===== src/rtl/cpu_types_pkg.sv =====
// Shared CPU types plus helpers for the fetch-stage branch target buffer.
package cpu_types_pkg;

   typedef logic [31:0] word_t;

   typedef struct packed {
      word_t index;
      word_t tag;
   } btb_key_t;

   // Weakly-taken counter value: only the MSB set.
   function automatic int unsigned ctr_weak_taken(input int unsigned ctr_w);
      return 32'd1 << (ctr_w - 1);
   endfunction

   // Word-aligned PC split into a direct-mapped index and the remaining tag bits.
   function automatic btb_key_t btb_key(input word_t pc, input int unsigned idx_w);
      btb_key_t key;
      key.index = (pc >> 2) & ((32'd1 << idx_w) - 32'd1);
      key.tag   = pc >> (idx_w + 2);
      return key;
   endfunction

endpackage


===== src/rtl/branch_target_buffer.sv =====
// Direct-mapped BTB: combinational lookup port, clocked update port with
// saturating prediction counters.
module branch_target_buffer
   import cpu_types_pkg::*;
#(
   parameter int BTB_ENTRIES = 16,
   parameter int CTR_W       = 2
) (
   input  logic  CLK,
   input  logic  nRST,
   input  word_t lookup_pc,
   output logic  pred_taken,
   output word_t pred_target,
   input  logic  update_en,
   input  word_t update_pc,
   input  logic  update_taken,
   input  logic  update_jump,
   input  word_t update_target
);

   localparam int IDX_W = $clog2(BTB_ENTRIES);
   localparam int TAG_W = 32 - IDX_W - 2;

   typedef logic [CTR_W-1:0] ctr_t;
   localparam ctr_t CTR_ONE  = ctr_t'(1);
   localparam ctr_t CTR_MAX  = '1;
   localparam ctr_t CTR_WEAK = ctr_t'(ctr_weak_taken(CTR_W));

   typedef struct packed {
      logic             valid;
      logic [TAG_W-1:0] tag;
      word_t            target;
      logic             is_jump;
      ctr_t             ctr;
   } entry_t;

   entry_t btb [BTB_ENTRIES];

   logic [IDX_W-1:0] lookup_idx, update_idx;
   logic [TAG_W-1:0] lookup_tag, update_tag;
   entry_t           lookup_entry, update_entry;
   logic             update_hit;

   always_comb begin
      lookup_idx   = IDX_W'(btb_key(lookup_pc, IDX_W).index);
      lookup_tag   = TAG_W'(btb_key(lookup_pc, IDX_W).tag);
      update_idx   = IDX_W'(btb_key(update_pc, IDX_W).index);
      update_tag   = TAG_W'(btb_key(update_pc, IDX_W).tag);
      lookup_entry = btb[lookup_idx];
      update_entry = btb[update_idx];
      update_hit   = update_entry.valid && (update_entry.tag == update_tag);
      pred_taken   = lookup_entry.valid && (lookup_entry.tag == lookup_tag)
                     && (lookup_entry.is_jump || lookup_entry.ctr[CTR_W-1]);
      pred_target  = lookup_entry.target;
   end

   // NOTE: the array is reset, not just the valid bits, so pred_target reads zero out of reset.
   always_ff @(posedge CLK or negedge nRST) begin
      if (!nRST) begin
         for (int i = 0; i < BTB_ENTRIES; i++) btb[i] <= '0;
      end else if (update_en) begin
         if (update_hit) begin
            if (update_taken) begin
               btb[update_idx].target <= update_target;
               if (update_entry.ctr != CTR_MAX) btb[update_idx].ctr <= update_entry.ctr + CTR_ONE;
            end else if (update_entry.ctr != '0) begin
               btb[update_idx].ctr <= update_entry.ctr - CTR_ONE;
            end
         end else if (update_taken) begin
            btb[update_idx] <= '{valid:   1'b1,
                                 tag:     update_tag,
                                 target:  update_target,
                                 is_jump: update_jump,
                                 ctr:     update_jump ? CTR_MAX : CTR_WEAK};
         end
      end
   end

endmodule


===== src/rtl/branch_predict_fetch.sv =====
// Fetch front end: PC register, BTB-predicted next PC, EX-stage mispredict
// redirect/flush, and saturating branch/mispredict counters.
module branch_predict_fetch
   import cpu_types_pkg::*;
#(
   parameter word_t PC_INIT     = 32'h0,
   parameter int    BTB_ENTRIES = 16,
   parameter int    CTR_W       = 2,
   parameter int    CNT_W       = 32
) (
   input  logic             CLK,
   input  logic             nRST,
   input  logic             ihit,
   input  logic             stall,
   input  logic             halt,
   input  logic             ex_valid,
   input  logic             ex_branch,
   input  logic             ex_jump,
   input  logic             ex_jr,
   input  logic             ex_taken,
   input  word_t            ex_pc,
   input  word_t            ex_target,
   input  logic             ex_pred_taken,
   input  word_t            ex_pred_target,
   output word_t            imemaddr,
   output logic             imemREN,
   output word_t            pc4,
   output logic             pred_taken,
   output word_t            pred_target,
   output logic             flush,
   output logic [CNT_W-1:0] branch_cnt,
   output logic [CNT_W-1:0] mispred_cnt
);

   localparam logic [CNT_W-1:0] CNT_ONE = CNT_W'(1);

   word_t pc, next_pc, actual_next;
   logic  actual_taken, mispredict;

   assign imemaddr = pc;
   assign pc4      = pc + 32'd4;
   assign imemREN  = ~halt;
   assign flush    = mispredict & ~halt;

   always_comb begin
      actual_taken = ex_jump | ex_jr | (ex_branch & ex_taken);
      actual_next  = actual_taken ? ex_target : ex_pc + 32'd4;
      mispredict   = ex_valid & ((ex_pred_taken != actual_taken)
                                 | (actual_taken & (ex_pred_target != ex_target)));
   end

   // NOTE: next_pc gets its hold value first so no path through the priority chain infers a latch.
   always_comb begin
      next_pc = pc;
      if (halt)            next_pc = pc;
      else if (mispredict) next_pc = actual_next;
      else if (stall)      next_pc = pc;
      else if (ihit)       next_pc = pred_taken ? pred_target : pc4;
   end

   // NOTE: state registers use non-blocking assignment so every flop samples pre-edge values.
   always_ff @(posedge CLK or negedge nRST) begin
      if (!nRST) begin
         pc          <= PC_INIT;
         branch_cnt  <= '0;
         mispred_cnt <= '0;
      end else begin
         pc <= next_pc;
         if (!halt) begin
            if (ex_valid && branch_cnt != '1)   branch_cnt  <= branch_cnt + CNT_ONE;
            if (mispredict && mispred_cnt != '1) mispred_cnt <= mispred_cnt + CNT_ONE;
         end
      end
   end

   branch_target_buffer #(
      .BTB_ENTRIES (BTB_ENTRIES),
      .CTR_W       (CTR_W)
   ) u_btb (
      .CLK           (CLK),
      .nRST          (nRST),
      .lookup_pc     (pc),
      .pred_taken    (pred_taken),
      .pred_target   (pred_target),
      .update_en     (ex_valid & ~halt & (ex_branch | ex_jump)),
      .update_pc     (ex_pc),
      .update_taken  (actual_taken),
      .update_jump   (ex_jump),
      .update_target (ex_target)
   );

endmodule


===== config.mk =====
export PLATFORM = sky130hd
export DESIGN_NAME = branch_predict_fetch
export DESIGN_NICKNAME = d
export VERILOG_FILES = /design/src/rtl/cpu_types_pkg.sv /design/src/rtl/branch_target_buffer.sv /design/src/rtl/branch_predict_fetch.sv
export SDC_FILE = /design/constraint.sdc
export NUM_CORES = 2
export LEC_CHECK = 0
export CAP_MARGIN = 5
export CORE_ASPECT_RATIO = 0.75
export CORE_MARGIN = 2
export CORE_UTILIZATION = 50
export CTS_BUF_LIST = sky130_fd_sc_hd__clkbuf_8
export DETAILED_ROUTE_END_ITERATION = 8
export HOLD_SLACK_MARGIN = 0.02
export PLACE_DENSITY = 0.68
export REMOVE_ABC_BUFFERS = 1
export SYNTH_ARGS = -nofsm -noshare
export SYNTH_HDL_FRONTEND = slang
export SYNTH_SLANG_ARGS = --single-unit

===== constraint.sdc =====
create_clock -name CLK -period 4.8 [get_ports CLK]
set_input_delay 1.2 -clock CLK [delete_from_list [all_inputs] [get_ports CLK]]
set_output_delay 1.2 -clock CLK [all_outputs]
set_load 0.01 [all_outputs]

==> flow_summary.yaml <==
global_route:
  track_usage_pct: 33.0
  grt_overflow: 0
  grt_max_degree: 116
  grt_pass1_wl_mm: 277
  antenna_found_initial: 7
  grt_pass1_vias: 39900
final_layout:
  final_nets: 4790
  nFillCells: 8480
  final_layout_size_suffix_gt1_share_pct: 44.1
  final_util_pct: 61.3
  areaGrowthSynthToFinish_pct: 21.9
  stdcell_count: 6264
logic_synthesis:
  ys_async_sr_fraction_pct: 100
  synth_seq_area_share_pct: 48.8
  synth-main-ff-cell: "dfrtp_1"
  ys_types: 67
  yosys-top-cells-area: "dfrtp_1 49%, mux2_2 18%, mux4_2 11%"
  synth-seq-cells: 1088
  synth_edf_count: 0
  yosysTopAreaCellShare_pct: 48.8
  netlist_instances: 4142
  synth_area_leader_cell: "dfrtp_1"
  netlist_area_sq_um: 55800
  synth_area_per_cell_sq_um: 13.5
  yosys_warnings: 0
die:
  initial_core_util_pct: 50.3
  num_io_pins: 270
  coreArea_sq_um: 111000
  fp.dieArea_sq_um: 114000
  rows: 106
  die_x_microns: 390
  die_h_microns: 293
setup_path:
  required_ps: 3600
  crit_path_end_kind: "output port"
  arrival_ps: 4000
  critPathBufInv: 3
  cpLargestDelayFamily: "multiplexers"
  crit_fanout: 6
  critPathKind: "register to output port"
  setup.worst_path.start_class: "register"
  crit_top_cell: "mux4_2"
  crit_slowest_cell: "mux4_2"
  critPathMaxStageDelay_ps: 600
  crit_chain: "buf_12 -> buf_8 -> mux4_2 -> mux4_2 -> xnor2_2 -> nand2_1 -> or4b_1 -> nor2_1 -> and4_4 -> buf_6"
drt:
  dr.pass1.iters: 6
  vias_per_cell: 6.37
  vias: 39900
  met1Wirelength_mm: 81.0
  wl_mm: 187
  drt_iter0_markers: 4238
  wl_per_cell_microns: 29.9
  wl_met2_mm: 79.2
  top_layer_used: "met5"
  met3_length_mm: 20.4
  postRouteAntennaNets: 0
  remaining_drc_errors: 0
outcome:
  violations: "setup timing"
  status: "finished, violations left"
sta:
  rsz0062_at_grt: "yes"
  maxSlewViolCount: 0
  fin_ws_ps: -403
  fmax_mhz: 192
  final.setup.tns_ps: -462
  setup_violations: 2
  fin_worst_skew_ps: 39.9
  worst_pin_slew_ps: 1030
  slew_headroom_pct: 31.0
  final_hold_viol_count: 0
  hold_ws_ps: 368
  period_minus_slack_ps: 5200
  finalCritPeriodShare_pct: 108
hold_path:
  hp-class: "input port to asynchronous set/reset pin"
clock_tree:
  cts_htree_levels: 4
  clock_latency_ps: 880
  path_clk_slew_ps: 70
  cts_tree: "done"
  cts_num_sinks: 1088
  cts_made_buffers: 170
  cts-root-buf: "clkbuf_8"
  cts_buffer_depth: 3
place:
  port_buffers: 269
  place_ws_ps: -504
  dp_hpwl_mm: 125
  place_inst: 5890
  gp_congestion: 0.960
power_and_ir_drop:
  p_leak_uw: 0.0312
  powerDensity_nw_per_um2: 443
  ir_drop_mv: 0.273
run:
  drv_cap: 0
==> power by group <==
group	switching, uW	internal (uW)
clock	3940	4420
combinational	5020	4990
sequential	1160	10600
==> cells by family after synthesis <==
logic type / Yosys count / share of synthesized area [%]
and+or+nand+nor: 549 / 4.82
AOI/OAI and AO/OA: 438 / 5.39
DFF: 1088 / 48.8
adders and majority gates: 10 / 0.224
buffers and inverters: 415 / 3.40
muxes: 1434 / 34.1
xor gates and xnor gates: 208 / 3.27
==> cell usage in the layout, fill, tap and decap left out, drive strengths merged, types with 6 or more instances in the layout <==
| master | instances |
|---|---|
| dlymetal6s2s | 20 |
| o21ai | 168 |
| inv | 70 |
| xor2 | 57 |
| buf | 489 |
| mux4 | 281 |
| a221oi | 78 |
| and4 | 16 |
| dlygate4sd2 | 17 |
| a2111oi | 18 |
| xnor2 | 151 |
| nand3 | 70 |
| a22o | 15 |
| ha | 10 |
| nor2b | 11 |
| nor4 | 8 |
| nand2 | 235 |
| nor2 | 64 |
| clkinv | 24 |
| nand2b | 23 |
| o211ai | 14 |
| clkdlybuf4s50 | 212 |
| and2 | 26 |
| a21oi | 26 |
| dfrtp | 1088 |
| mux2 | 914 |
| clkbuf | 236 |
| and3 | 41 |
| a22oi | 60 |
| nand4 | 33 |
| nor3 | 12 |
| o22ai | 10 |
| mux2i | 239 |
| o31a | 6 |
==> cells in the mapped netlist (all sizes together), types with 2 or more instances <==
| cell type | n |
|---|---|
| dfrtp | 1088 |
| mux2 | 914 |
| mux4 | 281 |
| mux2i | 239 |
| nand2 | 235 |
| clkbuf | 234 |
| o21ai | 168 |
| buf | 161 |
| xnor2 | 151 |
| a221oi | 78 |
| nand3 | 70 |
| nor2 | 64 |
| a22oi | 60 |
| xor2 | 57 |
| and3 | 41 |
| nand4 | 33 |
| a21oi | 26 |
| and2 | 26 |
| nand2b | 23 |
| a2111oi | 18 |
| inv | 18 |
| and4 | 16 |
| a22o | 15 |
| o211ai | 14 |
| nor3 | 12 |
| nor2b | 11 |
| ha | 10 |
| o22ai | 10 |
| nor4 | 8 |
| o31a | 6 |
| a211oi | 5 |
| a32o | 5 |
| a21o | 4 |
| a31oi | 4 |
| a32oi | 4 |
| o311a | 4 |
| a211o | 3 |
| o2111ai | 3 |
| o31ai | 3 |
| or4 | 3 |
| a41oi | 2 |
| and4b | 2 |
| clkinv | 2 |
| nor4b | 2 |
==> metal layers <==
| metal | global-route usage (%) | vias up |
|---|---|---|
| li1 | - | 16500 |
| met1 | 48.4 | 20900 |
| met2 | 45.9 | 2071 |
| met3 | 10.2 | 394 |
| met4 | 12.1 | 6 |
| met5 | 0 | - |
==> stage by stage <==
| stage | power (uW) | cell area [sq um] |
|---|---|---|
| 6_report | 30200 | 68000 |
| 2_1_floorplan | 17000 | 54000 |
| 5_1_grt | 31300 | 68000 |
| 4_1_cts | 29900 | 67600 |
| 3_3_place_gp | 20600 | 62700 |
| 3_5_place_dp | 20800 | 62700 |
==> flip-flops by register name, indices dropped and copies added (netlist names) <==
register,cells
branch_cnt,32
mispred_cnt,32
u_btb.btb,992
imemaddr,32
==> timing repair <==
action,4_1_cts,5_1_grt
gates resized for setup,163,96
cloned,10,0
buffers inserted,43,18
setup endpoints to repair,59,25
endpoints found under the hold margin,0,0
pin swaps,35,32
hold buffers,0,0
==> layout make-up <==
class,instances,area [sq um],share of cell area (%)
Antenna cell,1,2.50,0.00368
Clock inverter,80,546,0.802
Sequential cell,1088,27200,40.0
Inverter,20,80.1,0.118
Multi-Input combinational cell,2639,27500,40.4
Tap cell,1458,1820,2.68
Timing Repair Buffer,754,7740,11.4
Clock buffer,224,3080,4.53
==> worst paths after layout <==
path | startpoint | end | slack (ps) | cells past startpoint
max | imemaddr[2]$_DFFE_PN0P_ | pred_taken | -400 | 10
min | nRST | u_btb.btb[860]$_DFFE_PN0P_ | 370 | 1
max reg2reg | imemaddr[2]$_DFFE_PN0P_ | imemaddr[2]$_DFFE_PN0P_ | 540 | 10
min reg2reg | branch_cnt[26]$_DFFE_PN0P_ | branch_cnt[26]$_DFFE_PN0P_ | 490 | 1
max in group asynchronous | nRST | imemaddr[3]$_DFFE_PN0P_ | 3190 | 2
min in group CLK | branch_cnt[26]$_DFFE_PN0P_ | branch_cnt[26]$_DFFE_PN0P_ | 490 | 1
Note: power is estimated with default switching activity, not from simulation.
